--- src/rtl/xgriscv_mem_arbiter_pkg.sv ---
// Shared types and defaults for the IF/MEM unified-memory arbiter.
package xgriscv_mem_arbiter_pkg;

  typedef enum logic [1:0] {
    ARB_IDLE   = 2'd0,
    ARB_BUSY_I = 2'd1,
    ARB_BUSY_D = 2'd2
  } arb_state_e;

  localparam int unsigned ARB_MEM_LAT    = 2;
  localparam int unsigned ARB_STARVE_MAX = 4;

endpackage

--- src/rtl/xgriscv_mem_arbiter_lat_counter.sv ---
// Transaction latency counter: counts 1..MEM_LAT while a memory access is in flight.
module arb_lat_counter #(
  parameter  int unsigned MEM_LAT = 2,
  localparam int unsigned CW      = $clog2(MEM_LAT + 1)
) (
  input  logic          clk_i,
  input  logic          rst_ni,
  input  logic          clear_i,
  input  logic          en_i,
  output logic [CW-1:0] cnt_o,
  output logic          done_o
);

  logic [CW-1:0] cnt_q, cnt_d;

  always_comb begin
    cnt_d = cnt_q;
    if (clear_i) begin
      cnt_d = '0;
    end else if (en_i) begin
      cnt_d = cnt_q + CW'(1);
    end
  end

  always_ff @(posedge clk_i or negedge rst_ni) begin
    if (!rst_ni) begin
      cnt_q <= '0;
    end else begin
      cnt_q <= cnt_d;
    end
  end

  assign cnt_o  = cnt_q;
  assign done_o = (cnt_q == CW'(MEM_LAT));

endmodule

--- src/rtl/xgriscv_mem_arbiter.sv ---
// Arbitrates one single-port memory between instruction fetch and MEM-stage data access,
// with data priority bounded by a starvation guard that forces periodic fetch grants.
module xgriscv_mem_arbiter
  import xgriscv_mem_arbiter_pkg::*;
#(
  parameter int unsigned ADDR_SIZE  = 32,
  parameter int unsigned XLEN       = 32,
  parameter int unsigned MEM_LAT    = ARB_MEM_LAT,
  parameter int unsigned STARVE_MAX = ARB_STARVE_MAX
) (
  input  logic                 clk_i,
  input  logic                 rst_ni,
  input  logic                 if_req_i,
  input  logic [ADDR_SIZE-1:0] if_addr_i,
  input  logic                 flushF_i,
  output logic                 if_ack_o,
  output logic [XLEN-1:0]      if_rdata_o,
  input  logic                 d_req_i,
  input  logic                 d_we_i,
  input  logic [3:0]           d_be_i,
  input  logic [ADDR_SIZE-1:0] d_addr_i,
  input  logic [XLEN-1:0]      d_wdata_i,
  output logic                 d_ack_o,
  output logic [XLEN-1:0]      d_rdata_o,
  output logic                 stallF_o,
  output logic                 stallM_o,
  output logic                 mem_en_o,
  output logic                 mem_we_o,
  output logic [3:0]           mem_be_o,
  output logic [ADDR_SIZE-1:0] mem_addr_o,
  output logic [XLEN-1:0]      mem_wdata_o,
  input  logic [XLEN-1:0]      mem_rdata_i
);

  localparam int unsigned CW = $clog2(MEM_LAT + 1);
  localparam int unsigned SW = $clog2(STARVE_MAX + 1);

  arb_state_e           state_q, state_d;
  logic [SW-1:0]        starve_q, starve_d;
  logic                 cancel_q, cancel_d;
  logic                 we_q, we_d;
  logic [3:0]           be_q, be_d;
  logic [ADDR_SIZE-1:0] addr_q, addr_d;
  logic [XLEN-1:0]      wdata_q, wdata_d;

  logic [CW-1:0] cnt;
  logic          cnt_done;
  logic          busy, idle, d_win, f_win;
  logic          if_addr_unused;

  assign if_addr_unused = ^if_addr_i[1:0];

  assign busy  = (state_q != ARB_IDLE);
  assign idle  = (state_q == ARB_IDLE);
  assign d_win = idle & d_req_i & (~if_req_i | (starve_q < SW'(STARVE_MAX)));
  assign f_win = idle & ~d_win & if_req_i & ~flushF_i;

  // The grant cycle itself advances the counter so cnt==1 lands on the mem_en cycle.
  arb_lat_counter #(.MEM_LAT(MEM_LAT)) u_lat_counter (
    .clk_i   (clk_i),
    .rst_ni  (rst_ni),
    .clear_i (busy & cnt_done),
    .en_i    (d_win | f_win | busy),
    .cnt_o   (cnt),
    .done_o  (cnt_done)
  );

  always_comb begin
    state_d     = state_q;
    starve_d    = starve_q;
    cancel_d    = cancel_q;
    we_d        = we_q;
    be_d        = be_q;
    addr_d      = addr_q;
    wdata_d     = wdata_q;
    if_ack_o    = 1'b0;
    d_ack_o     = 1'b0;
    if_rdata_o  = '0;
    d_rdata_o   = '0;
    mem_en_o    = 1'b0;
    mem_we_o    = 1'b0;
    mem_be_o    = '0;
    mem_addr_o  = '0;
    mem_wdata_o = '0;

    unique case (state_q)
      ARB_IDLE: begin
        cancel_d = 1'b0;
        if (d_win) begin
          state_d = ARB_BUSY_D;
          we_d    = d_we_i;
          be_d    = d_be_i;
          addr_d  = d_addr_i;
          wdata_d = d_wdata_i;
          if (!if_req_i) begin
            starve_d = '0;
          end else if (starve_q != SW'(STARVE_MAX)) begin
            starve_d = starve_q + SW'(1);
          end
        end else if (f_win) begin
          state_d  = ARB_BUSY_I;
          we_d     = 1'b0;
          be_d     = 4'hF;
          addr_d   = {if_addr_i[ADDR_SIZE-1:2], 2'b00};
          wdata_d  = '0;
          starve_d = '0;
        end else if (!if_req_i) begin
          starve_d = '0;
        end
      end
      ARB_BUSY_I: begin
        if (cnt_done) begin
          state_d  = ARB_IDLE;
          cancel_d = 1'b0;
        end else if (flushF_i) begin
          cancel_d = 1'b1;
        end
        // A flush in the ack cycle itself also discards the wrong-path instruction.
        if_ack_o = cnt_done & ~cancel_q & ~flushF_i;
      end
      ARB_BUSY_D: begin
        if (cnt_done) begin
          state_d = ARB_IDLE;
        end
        d_ack_o = cnt_done;
      end
      default: state_d = ARB_IDLE;
    endcase

    if (busy) begin
      mem_en_o    = (cnt == CW'(1));
      mem_we_o    = we_q;
      mem_be_o    = be_q;
      mem_addr_o  = addr_q;
      mem_wdata_o = wdata_q;
    end
    if (if_ack_o) if_rdata_o = mem_rdata_i;
    if (d_ack_o)  d_rdata_o  = mem_rdata_i;

    stallF_o = rst_ni & if_req_i & ~if_ack_o & ~flushF_i;
    stallM_o = rst_ni & d_req_i & ~d_ack_o;
  end

  always_ff @(posedge clk_i or negedge rst_ni) begin
    if (!rst_ni) begin
      state_q  <= ARB_IDLE;
      starve_q <= '0;
      cancel_q <= 1'b0;
      we_q     <= 1'b0;
      be_q     <= '0;
      addr_q   <= '0;
      wdata_q  <= '0;
    end else begin
      state_q  <= state_d;
      starve_q <= starve_d;
      cancel_q <= cancel_d;
      we_q     <= we_d;
      be_q     <= be_d;
      addr_q   <= addr_d;
      wdata_q  <= wdata_d;
    end
  end

endmodule

--- config.mk ---
export PLATFORM = sky130hd
export DESIGN_NAME = xgriscv_mem_arbiter
export DESIGN_NICKNAME = d
export VERILOG_FILES = /design/src/rtl/xgriscv_mem_arbiter_pkg.sv /design/src/rtl/xgriscv_mem_arbiter_lat_counter.sv /design/src/rtl/xgriscv_mem_arbiter.sv
export SDC_FILE = /design/constraint.sdc
export NUM_CORES = 1
export LEC_CHECK = 0
export ABC_AREA = 1
export BUFFER_PORTS_ARGS = -buffer_cell sky130_fd_sc_hd__buf_2
export CORE_ASPECT_RATIO = 0.75
export CORE_MARGIN = 5
export CORE_UTILIZATION = 25
export DETAILED_ROUTE_END_ITERATION = 6
export PLACE_DENSITY = 0.62
export SETUP_SLACK_MARGIN = 0.05
export SLEW_MARGIN = 15
export SYNTH_ARGS = -nofsm -noshare
export SYNTH_HDL_FRONTEND = slang
export SYNTH_SLANG_ARGS = --single-unit
--- constraint.sdc ---
create_clock -name clk_i -period 2.2 [get_ports clk_i]
set_clock_uncertainty 0.2 [all_clocks]
set_input_delay 0.22 -clock clk_i [delete_from_list [all_inputs] [get_ports clk_i]]
set_output_delay 0.22 -clock clk_i [all_outputs]
set_load 0.005 [all_outputs]
After elaboration in Yosys (flattened, before gate mapping)
Index checks and enable logic that the tools add are counted.

Input port bits: 138. Logic and storage cells: 84. Register bits: 77.

$add $sub $neg: 2. Bitwise operators: 22. Reductions and logical operators: 10. $lt $le $gt $ge: 1. Equal/unequal tests: 10. Mux-type cells: 31.

Operator list (count): $mux W32 (8); $mux W3 (5); $and A1 B1 Y1 (13); $mux W4 (3); $mux W2 (5); $mux W1 (8); $reduce_bool A2 Y1 (4); $ne A3 B1 Y1 const B (2); $ne A3 B3 Y1 const B (2); $not A1 Y1 (6); $reduce_and A2 Y1 (3); $eq A2 B1 Y1 const B (2); $eq A2 B2 Y1 const B (2); $pmux W2 S2 (1); $add A3 B1 Y3 const B (1); $lt A3 B3 Y1 const B (1); $ne A3 B2 Y1 const B (1); $or A1 B1 Y1 (3); $reduce_and A3 Y1 (1); $add A2 B1 Y2 const B (1); $logic_not A2 Y1 (1); $ne A2 B1 Y1 const B (1); $pmux W1 S2 (1); $reduce_or A2 Y1 (1).

Depth between registers and ports, before layout
Word-level depth: 11. Depth in mapped cells: 10. Depth with buffers taken out: 9.

By module
Synthesis repeated with hierarchy kept, for this count alone.

Cells, all modules: 617. Area total of the unflattened synthesis: 4185.3 µm².

By module, submodules not included: xgriscv_mem_arbiter (times used 1, area an instance 4085.2 µm², cells an instance 604); arb_lat_counter (times used 1, area an instance 100.1 µm², cells an instance 13).

Least setup slack after synthesis
Ideal clock, no wire load.

Path type: register to output. Start: reg state_q[0]. End: out mem_addr_o[10]. Slack: 469 ps. Cell stages (with the launch flop): 6. Arrival: 1311 ps. Cell sequence: dfrtp_1 > inv_1 > ha_1 > clkbuf_1 > clkbuf_1 > nor2_1.

Word-level cells in the longest chain between the ends: 2.

Ends and longest elaborated chain: start: declaration (line xgriscv_mem_arbiter.sv:38) `arb_state_e state_q, state_d;`; start signal: assignment (line xgriscv_mem_arbiter.sv:154) `state_q <= state_d;`; $reduce_bool A2 Y1 (line xgriscv_mem_arbiter.sv:53) `assign busy = (state_q != ARB_IDLE);`; $mux W32 (line xgriscv_mem_arbiter.sv:130) `if (busy) begin`; end: declaration (line xgriscv_mem_arbiter.sv:30) `output logic [ADDR_SIZE-1:0] mem_addr_o,`.

No other way between the ends.

Worst setup path in the final report
Start: reg state_q[1]. End: out if_rdata_o[16].

Word-level cells in the longest chain between the ends: 3.

Ends and longest elaborated chain: $eq A2 B1 Y1 (line xgriscv_mem_arbiter.sv:86) `unique case (state_q)`; $mux W1 (line xgriscv_mem_arbiter.sv:86); $mux W32 (line xgriscv_mem_arbiter.sv:137) `if (if_ack_o) if_rdata_o = mem_rdata_i;`; end: declaration (line xgriscv_mem_arbiter.sv:17) `output logic [XLEN-1:0] if_rdata_o,`.

No other way between the ends.

==> results.txt <==
----------------------------------------------------
[Run status]
  Status ... finished clean

[Synth]
  Share of flip-flops with an asynchronous set or reset ... 100%
  Most used DFF post-synth ... dfrtp_1
  Number of distinct library cells after synthesis ... 24
  Largest cells by area after synthesis ... dfrtp_1 43%, nor2_1 14%, inv_1 11%
  Share of Yosys cell area claimed by the top area cell type ... 43.1%
  Synth Instances ... 634
  Top cell type by total area after synthesis ... dfrtp_1
  Post-synth design cell area ... 0.00447 mm^2
  Syn Area/Cell ... 7.05 um^2
  Number of enable-type register cells in the synthesized netlist ... 0
  Synthesis-stage register bit count ... 77
  Part of the Yosys area used for sequential elements ... 43.1%
  Number of nets produced by synthesis ... 777
  Synth warn ... 0
  Cell types with the highest counts after synthesis ... 164 x nor2_1, 128 x inv_1, 112 x nand2_1
  Most numerous cell in the Yosys netlist ... nor2_1

[Worst setup path]
  Worst setup SP type ... flip-flop
  Critical path buffers and inverters ... 4
  Critical path class ... reg -> out
  Largest driver fanout on the critical path ... 17
  Arr. time, crit path ... 1680 ps
  Startpoint of the worst setup timing path ... state_q[1]
  Worst path required time ... 1780 ps
  Launch instance of the worst register-to-register path ... state_q[0]
  Critical path capture point type ... primary output
  CP max-delay cell ... dfrtp_1
  Critical-path cell list ... inv_2 -> ha_2 -> nand4_1 -> buf_4 -> clkbuf_16 -> nor2_1 -> buf_2
  Worst path max stage delay ... 400 ps
  Dominant delay contributor by cell family on the critical path ... buffers and inverters

[GRT]
  Met3 track demand over resource ... 3.85%
  Largest net degree at the start of global routing ... 74
  Met2 Resource Use GR ... 28.6%
  Total GRT Usage ... 15.3%
  GR Util met1 ... 17.6%
  Number of antenna violations at the first check in global routing ... 1
  Vias in the first global route ... 5159
  Overflow left after global routing ... 0
  Global-route wire length before repair ... 25600 um
  Layer with the highest usage ... met2

[Cells and area]
  Post-layout net count ... 1124
  # fillers ... 1761
  Proportion of layout cells with a drive suffix above 1 ... 36.6%
  Antenna fix cells ... 0
  FF+latch area ... 0.00193 mm^2
  Synthesis-to-finish area growth ... 64.2%
  Total area of multi-input combinational cells ... 0.00185 mm^2
  Utilization of the core after routing ... 41.7%

[Power]
  Final Power ... 0.00770 W
  Switching Fraction ... 40.9%
  Clock network fraction of total power ... 20.0%
  Sequential share of power ... 30.3%
  Cell area power density ... 1050 mW/mm^2
  Maximum ir drop on the vdd rail ... 0.512 mV
  P_int ... 0.00455 W
  Portion of total power attributed to combinational logic ... 49.7%
  Cell leakage power ... 4.29 nW
  Net switching power of the design ... 0.00315 W

[STA]
  Final-report setup violation count ... 0
  Summed negative setup slack over all endpoints ... 0 ps
  Setup repair after global routing missed its margin ... yes
  Maximum clock frequency ... 476 MHz
  Tightest Pin Transition ... 463 ps
  Final critical delay including setup and external delays ... 2100 ps
  Final-report max-slew violation count ... 0
  Tcrit/Tclk final ... 95.5%
  Worst-case headroom to the max-slew limit ... 69.1%
  Hold Fails Final Rpt ... 0

[Route]
  Average vias per placed instance ... 4.19
  Detail-routed net length per standard cell ... 14.1 um
  Detailed-route DRC error count ... 0
  Antenna-violating nets left ... 0
  Via count of the routed design ... 5148
  Drt initial violations ... 194
  Total wire length after detailed routing ... 17300 um
  Router iterations before antenna repair ... 4

[Placement]
  Estimated wirelength of the detail-placed design ... 11600 um
  Number of buffers inserted by port buffering ... 273
  Gpl congestion ... 0.826

[Die]
  Initial standard-cell utilization of the core ... 25.4%
  Die H ... 126 um
  Rows ... 42
  Die area ... 0.0207 mm^2
  Ports ... 276
  Width of the die ... 164 um
  Core footprint ... 0.0176 mm^2

[Run]
  Maximum Capacitance Violations ... 0

[Clocking]
  H-tree level count ... 3
  CTS Buf Count ... 9
  Clock root buffer ... clkbuf_16
  Insertion delay of the later-clocked pin in the worst-skew pair ... 320 ps
  Clock buffer depth ... 2
  Number of clock sinks ... 77
  Clock tree from TritonCTS ... done
  Post-CTS clock slew at the launch and capture registers of the worst setup and hold paths ... 70 ps

[Hold path]
  Hold Path Class ... in -> reg
  Hold path startpoint ... if_addr_i[4]

----------------------------------------------------
area by class of cell:
class                   instances  area share, %
repair buffers                371           33.4
flip-flops and latches         77           26.3
multi-input cells             391           25.2
inverters                     131           6.74
well taps                     242           4.13
clock buffers                  10           3.26
clock inverters                 6          0.955
worst min-delay path, delay by kind of cell:
family,cells,cell delay (ps)
buffers and inverters,1,80
AOI/OAI and AO/OA,2,200
through the flow:
stage | hold slack [ps] | area, um^2 | std cells | setup slack, ps
3_5_place_dp | -46.9 | 6110 | 1127 | 184
5_1_grt | 21.4 | 7330 | 1228 | 12.0
6_report | 5.75 | 7330 | 1228 | 100
2_1_floorplan | -276 | 4470 | 634 | 469
3_3_place_gp | -51.6 | 6110 | 1127 | 252
4_1_cts | 0.336 | 7230 | 1224 | 42.1
what timing repair did:
item	4_1_cts	5_1_grt
cloned	0	2
pin swaps	0	1
setup endpoints to repair	5	73
hold buffers	81	0
endpoints found under the hold margin	87	0
resized for setup	1	10
buffers inserted	0	2
final timing paths:
check                                         endpoint  slack, ps  cells after the start
worst max-delay path                    if_rdata_o[16]        100                      7
worst min-delay path                         addr_q[4]          6                      3
worst max register to register  u_lat_counter.cnt_o[0]        240                      8
worst min register to register              addr_q[30]        290                      2
max in group asynchronous                   addr_q[16]        870                      3
min in group asynchronous                  wdata_q[23]        140                      2
layout by cell type (no fill, tap or decap):
master	instances
nand4_1	3
o21ai_0	24
nand2_8	1
nand2_2	2
inv_1	126
nand2_1	111
nand3_2	2
a21oi_2	1
buf_4	8
dlygate4sd3_1	81
nor2_2	7
dfrtp_1	77
inv_2	3
clkinv_2	1
ha_2	1
inv_4	1
a21oi_1	22
ha_4	1
nand2_4	1
clkinv_4	3
bufinv_16	1
clkinv_1	1
clkbuf_16	11
buf_2	272
buf_16	1
nor2_1	162
buf_12	7
o21ai_2	35
ha_1	3
clkbuf_8	1
o21ai_1	8
a211oi_1	1
inv_6	1
nand3_1	6
cell families (layout without fill, tap and decap cells):
family	Yosys count	count (layout)	synth area share [%]
AO/OA/AOI/OAI	91	91	13.3
AND/OR/NAND/NOR	295	295	26.0
flip-flops	77	77	43.1
adder cells (fa/ha/maj)	5	5	1.40
buffers and inverters	166	518	16.2
state kept, by name, summed over array words and instances (netlist names):
name,flops
cancel_q,1
starve_q,3
wdata_q,32
u_lat_counter.cnt_o,2
addr_q,32
state_q,2
be_q,4
we_q,1
power by group through the flow:
stage / clock network, W / logic, W / registers [W]
4_1_cts: 0.00159 / 0.00372 / 0.00234
3_5_place_dp: 0 / 0.00359 / 0.00235
3_3_place_gp: 0 / 0.00354 / 0.00234
5_1_grt: 0.00165 / 0.00430 / 0.00241
6_report: 0.00154 / 0.00383 / 0.00233
2_1_floorplan: 0 / 0.00229 / 0.00228
metal layers:
layer / vias to the layer above / wire, um
li1: 2566 / -
met1: 2341 / 6990
met2: 224 / 8640
met3: 15 / 1490
met4: 2 / 170
met5: - / 11
Note: power is estimated with default switching activity, not from simulation.
